==> config.mk <==
export PLATFORM = sky130hd
export DESIGN_NAME = clk_divider_1hz
export DESIGN_NICKNAME = d
export VERILOG_FILES = /design/src/rtl/clk_divider_1hz.sv
export SDC_FILE = /design/constraint.sdc
export NUM_CORES = 1
export LEC_CHECK = 0
export ABC_CLOCK_PERIOD_IN_PS = 2270
export CAP_MARGIN = 30
export CORE_AREA = 2 2 49 51
export DETAILED_ROUTE_END_ITERATION = 10
export DIE_AREA = 0 0 51 53
export DONT_BUFFER_PORTS = 1
export GPL_TIMING_DRIVEN = 0
export PLACE_DENSITY = 0.74
export SYNTH_ARGS = -nofsm -noshare
export SYNTH_HDL_FRONTEND = slang
export SYNTH_SLANG_ARGS = --single-unit
export TNS_END_PERCENT = 5
==> constraint.sdc <==
create_clock -name clk_100MHz -period 2.27 [get_ports clk_100MHz]
set_input_delay 0.681 -clock clk_100MHz [delete_from_list [all_inputs] [get_ports clk_100MHz]]
set_output_delay 0.681 -clock clk_100MHz [all_outputs]
set_load 0.005 [all_outputs]
==> src/rtl/clk_divider_1hz.sv <==
// Free-running divider: clk_1Hz is a registered 50% square wave with period 2*DIV clk_100MHz cycles.
// Optional feature macro CLK_DIV_ENABLE_EN adds an enable input that freezes count and output.
module clk_divider_1hz #(
    parameter int DIV = 50_000_000
) (
    input  logic clk_100MHz,
    input  logic rst,
`ifdef CLK_DIV_ENABLE_EN
    input  logic enable,
`endif
    output logic clk_1Hz
);

    localparam int CW = (DIV > 1) ? $clog2(DIV) : 1;
    // Terminal value sized to the counter so the compare never relies on wrap at 2^CW.
    localparam logic [CW-1:0] LAST = CW'(DIV - 1);

    logic [CW-1:0] count;
    logic          run;
    logic          terminal;

`ifdef CLK_DIV_ENABLE_EN
    assign run = enable;
`else
    assign run = 1'b1;
`endif

    assign terminal = (count == LAST);

    always_ff @(posedge clk_100MHz) begin
        if (rst) begin
            count   <= '0;
            clk_1Hz <= 1'b0;
        end else if (run) begin
            if (terminal) begin
                count   <= '0;
                clk_1Hz <= ~clk_1Hz;
            end else begin
                count <= count + 1'b1;
            end
        end
    end

endmodule

==> impl_metrics.json <==
{
  "yosys-top-cells-count": "27 x dfxtp_1, 17 x nor2_1, 10 x a21oi_1, 10 x nand3_1, 9 x or4_1",
  "grtUsageTotal_pct": 21.19,
  "synth_cell_types": 31,
  "skew_ns": 0.004139,
  "areaGrowthSynthToFinish_pct": 5.871,
  "routed_wl_um": 2400,
  "cts-buffers-inserted": 3,
  "boundaryPins": 3,
  "start_util_pct": 58.53,
  "post-place-ws_ns": 0.1028,
  "tns_ns": 0,
  "yosysMostFrequentCell": "dfxtp_1",
  "finalSetupViolCount": 0,
  "core_mm2": 0.002148,
  "crit_fanout": 10,
  "synthTopCellsByArea": "dfxtp_1 43%, xnor2_1 5.6%, or4_1 5.4%",
  "synth_top_cell_by_area": "dfxtp_1",
  "routed-wl-met2_um": 1194,
  "crit_path_end_kind": "flop",
  "leakage_nw": 0.4085,
  "max_slew_margin_pct": 75.28,
  "min_period_ns": 2.178,
  "root_buffer": "clkbuf_4",
  "worst_skew_pair.late_latency_ns": 0.32,
  "fin_ws_ns": 0.09210,
  "die_w_um": 51,
  "htreeDepth": 1,
  "drt_iter0_drc": 27,
  "rsz0062_at_grt": "no",
  "wl_met3_um": 83,
  "vias": 1041,
  "drive_gt1_share_pct": 10.07,
  "nets": 153,
  "grt_pass1_wl_um": 4278,
  "ys.flop_type": "dfxtp_1",
  "synth_area_mm2": 0.001257,
  "crit_required_ns": 2.50,
  "startpoint_type": "flop",
  "ir_drop_v": 0.0004219,
  "yosys_warnings": 0,
  "drt-pass1-iter-count": 4,
  "overflow": 0,
  "ant_nets": 0,
  "fp-row-count": 17,
  "vias_per_cell": 5.881,
  "drcViolationCount": 0,
  "dieHeight_um": 53,
  "clk_pin_slew_ns": 0.14,
  "crit_type": "reg -> reg",
  "maxCapViolCount": 0,
  "synth.avg_cell_area_um2": 8.732,
  "fmax_mhz": 459.2,
  "synth_nets": 147,
  "synth_seq_area_share_pct": 42.99,
  "fin_crit_sh_pct": 95.94,
  "grt_max_degree": 16,
  "final_hold_viol_count": 0,
  "antenna_cells": 0,
  "wire_per_inst_um": 13.56,
  "synth_async_sr_flop_share_pct": 0,
  "top_layer": "met4",
  "cts_max_path_buffers": 2,
  "hpwl_um": 1775,
  "clock-sinks": 27,
  "io_buffers": 0,
  "hold_path.class": "in -> reg",
  "m1WireLength_um": 1107,
  "grt_pass1_vias": 1020,
  "gp_congestion": 0.8129,
  "synth_top_cell_area_share_pct": 42.99,
  "p_per_area_mw_per_mm2": 530.1,
  "drv_slew": 0,
  "antenna_found_initial": 0,
  "ctsHoldBuffers": 0,
  "syn_inst": 144,
  "status": "finished clean",
  "worst_ep_arrival_time_ns": 2.40,
  "synth_edf_count": 0,
  "die_area_mm2": 0.002703,
  "tightest_slew_ns": 0.3708,
  "tritoncts": "built",
  "ys_ff_latch": 27
}
-- repair_timing --
action / CTS / global route
endpoints found under the setup margin: 0 / 2
setup buffers: 0 / 1
gates resized for setup: 0 / 2
-- critical path, stage by stage (launching register included) --
cell and delay (ns):
dfxtp_1 0.37, or4_1 0.54, or4_4 0.57, o21bai_2 0.30, buf_4 0.24, nor2_1 0.07
-- registers in the layout, summed over array words and instances, names as in the netlist --
signal   count
clk_1Hz      1
count       26
-- metal layers --
metal	vias up	GRT usage, %
li1	539	-
met1	485	24.87
met2	15	38.53
met3	2	5.367
met4	0	4.955
met5	-	0
-- placed cells by master, fill, tap and decap left out, types with 4 or more instances in the layout --
cell type	n
or4_1	9
nand2_1	8
xor2_1	6
nand3_1	10
a21oi_1	10
nand4_1	6
dfxtp_1	26
nor2_1	17
xnor2_1	8
or3_1	4
o31ai_1	7
-- path summary, 6_finish.rpt --
check	slack [ns]	startpoint	cells past startpoint	to
worst max-delay path	0.09	count[11]$_SDFF_PP0_	5	count[4]$_SDFF_PP0_
worst max register to register	0.09	count[11]$_SDFF_PP0_	5	count[4]$_SDFF_PP0_
worst min-delay path	0.41	rst	1	count[6]$_SDFF_PP0_
worst min register to register	0.46	count[0]$_SDFF_PP0_	1	count[0]$_SDFF_PP0_
-- logic make-up after synthesis --
family	synth area share (%)
buf+inv	3.183
compound gates	11.64
fa+ha+maj	0.9949
flops	42.99
xor+xnor	9.751
simple gates	31.44
-- cell type report --
type | count | area (um^2)
fill | 193 | 817.0
multi-input combinational | 109 | 679.4
sequential | 27 | 541.8
tap | 28 | 35.03
buffer | 5 | 28.78
clock buffer | 3 | 22.52
inverter | 3 | 11.26
timing repair buffer | 1 | 7.507
clock inverter | 1 | 5.005
-- metrics by stage --
stage / instances / power [mW] / hold slack (ns) / instance area [um^2] / util (%)
global route: 177 / 0.7400 / 0.3754 / 1331 / 61.97
CTS: 176 / 0.7154 / 0.3939 / 1320 / 61.44
global placement: 172 / 0.5138 / 0.4572 / 1292 / 60.16
detailed placement: 172 / 0.5146 / 0.4658 / 1292 / 60.16
finish: 177 / 0.7057 / 0.4051 / 1331 / 61.97
floorplan: 144 / 0.5091 / 0.4410 / 1257 / -
-- power by group --
part / switching [mW] / leakage, nW / total, mW / internal (mW)
clock network: 0.135 / 0.0177 / 0.201 / 0.0660
registers: 0.00551 / 0.218 / 0.484 / 0.479
logic: 0.0122 / 0.173 / 0.0201 / 0.00793
Power figures use the tool's default switching activity.
==> RTL change: new RTL, same settings <==
`DIV`: 50_000_000 -> 100_000_000.
--- a/src/rtl/clk_divider_1hz.sv
+++ b/src/rtl/clk_divider_1hz.sv
@@ -2,5 +2,5 @@
 // Optional feature macro CLK_DIV_ENABLE_EN adds an enable input that freezes count and output.
 module clk_divider_1hz #(
-    parameter int DIV = 50_000_000
+    parameter int DIV = 100_000_000
 ) (
     input  logic clk_100MHz,
Function: same outputs for any inputs over 10 cycles, from zero or initial values and one cycle with rst high; that may be too few to reach the edited logic, so the function may still have changed.
==> RTL change against the unedited design <==
Sequential cell count increased by 1. Highest routed layer unchanged. Routed wire length rose by 17%. Synthesized area rose by 7.5%. Design area up 7.8%. Count of clock-buffer cells in the layout grew 1. Setup slack gained 21 ps. Clock skew is 0.85 ps lower. Power increased by 8.5%.
==> RTL change: results (changes against the unedited design) <==
- Nonclk buf count: 9 (was 6)
- Worst VDD drop: 0.423 mV (was 0.422 mV)
- Seq/total area: 39.1% (was 40.7%)
- Seq/Total Area, Yosys: 41.5% (was 43.0%)
- Skew final: 3.28 ps (was 4.14 ps)
- Final net count: 167 (was 153)
- Number of global-route vias before repair: 1,100 (was 1,020)
- Filler cells: 179 (was 193)
- Largest fanout on the critical path: 10 (unchanged)
- Sw Pwr: 0.000160 W (was 0.000153 W)
- Sink of the worst hold path: clk_1Hz$_SDFFE_PP0N_ (was count[6]$_SDFF_PP0_)
- Leak: 0.446 nW (was 0.409 nW)
- Syn nets: 161 (was 147)
- Avg WL per Cell: 14.7 um (was 13.6 um)
- GRT Total Usage: 24.9% (was 21.2%)
- Post-synth ARST share: 0% (unchanged)
- Synth cell count leaders: dfxtp_1, nor2_1, nand3_1 (was dfxtp_1, nor2_1, a21oi_1, nand3_1, or4_1)
- Core Util, Final: 66.8% (was 62.0%)
- Outcome: finished clean (unchanged)
- CP endpoint: count[25]$_SDFF_PP0_ (was count[4]$_SDFF_PP0_)
- Hpwl dp: 2040 um (was 1770 um)
- Met2 usage: 41.8% (was 38.5%)
- Multi-input gates: 120 (was 109)
- Reg-to-reg slack, setup: 110 ps (was 90 ps)
- Worst r2r src: count[17]$_SDFF_PP0_ (was count[11]$_SDFF_PP0_)
- Comb power frac: 3.3% (was 2.8%)
- Hold wc startpoint: rst (unchanged)
- Synth unique cells: 27 (was 31)
- Worst Setup SP: count[17]$_SDFF_PP0_ (was count[11]$_SDFF_PP0_)
- Data buffer area share: 3.92% (was 2.73%)
- WL met3: 93 um (was 83 um)
- Multi-input combinational area share: 51.4% (was 51.0%)
- Clock-cell share of area: 2.53% (was 2.07%)
- CP delay by family, top: simple AND/OR/NAND/NOR gates (unchanged)
- DR iter-0 viols: 36 (was 27)
- Design area: 1440 sq um (was 1330 sq um)
- Clock buffer cells: 4 (was 3)
- Logic inverters: 2 (was 3)
- GR Util met1: 32.2% (was 24.9%)
- Top FF cell, synth: dfxtp_1 (unchanged)
- Top cells by area, synth: dfxtp_1, xor2_1, nor2_1 (was dfxtp_1, xnor2_1, or4_1)
- Flop+latch power: 0.000502 W (was 0.000484 W)
- DR vias: 1,173 (was 1,041)
- Worst path arrival time: 2370 ps (was 2400 ps)
- Met2 Wirelength: 1410 um (was 1190 um)
- Rel. slew slack: 66.8% (was 75.3%)
- Biggest regs: count: 27 flops, clk_1Hz: 1 flops (was count: 26 flops, clk_1Hz: 1 flops)
- Sequential cells: 28 (was 27)
- Placed inst area: 1390 sq um (was 1290 sq um)
- Largest class: multi-input gates (unchanged)
- First-pass GRT wire length: 4950 um (was 4280 um)
- Num CTS Buffers: 3 (unchanged)
- Antenna Cells: 0 (unchanged)
- Gpl congestion: 0.797 (was 0.813)
- Share of cells above drive strength 1: 7.98% (was 10.1%)
- M1 WL: 1280 um (was 1110 um)
- GR Util met3: 3.39% (was 5.37%)
==> RTL change: changes by cell type after synthesis, moves of 4 or more <==
cell      unedited run  this run
xor2_1               6        10
nand4_1              6        10
xnor2_1              8         3
clkbuf_1             0         6
==> RTL change: cells by family (layout without fill, tap and decap cells) <==
family / count (synthesis) / after routing / share of synthesized area (%)
simple gates: 80 / 80 / 32.9
flops: 28 / 28 / 41.5
compound gates: 26 / 26 / 12.4
xor+xnor: 13 / 13 / 8.43
buf+inv: 10 / 15 / 3.89
fa+ha+maj: 1 / 1 / 0.926
==> RTL change: stage by stage <==
step	setup WS (ps)	power (W)	std cells	hold slack (ps)
6_report	113	0.000766	191	409
5_1_grt	0.103	0.000791	191	403
4_1_cts	39.8	0.000773	192	402
3_5_place_dp	8.97	0.000536	186	477
3_3_place_gp	38.3	0.000535	186	458
2_1_floorplan	244	0.000530	158	447
==> RTL change: timing repair <==
action	4_1_cts	5_1_grt
resized for setup	0	1
buffers inserted	2	0
setup endpoints to repair	13	23
pin swaps	1	1
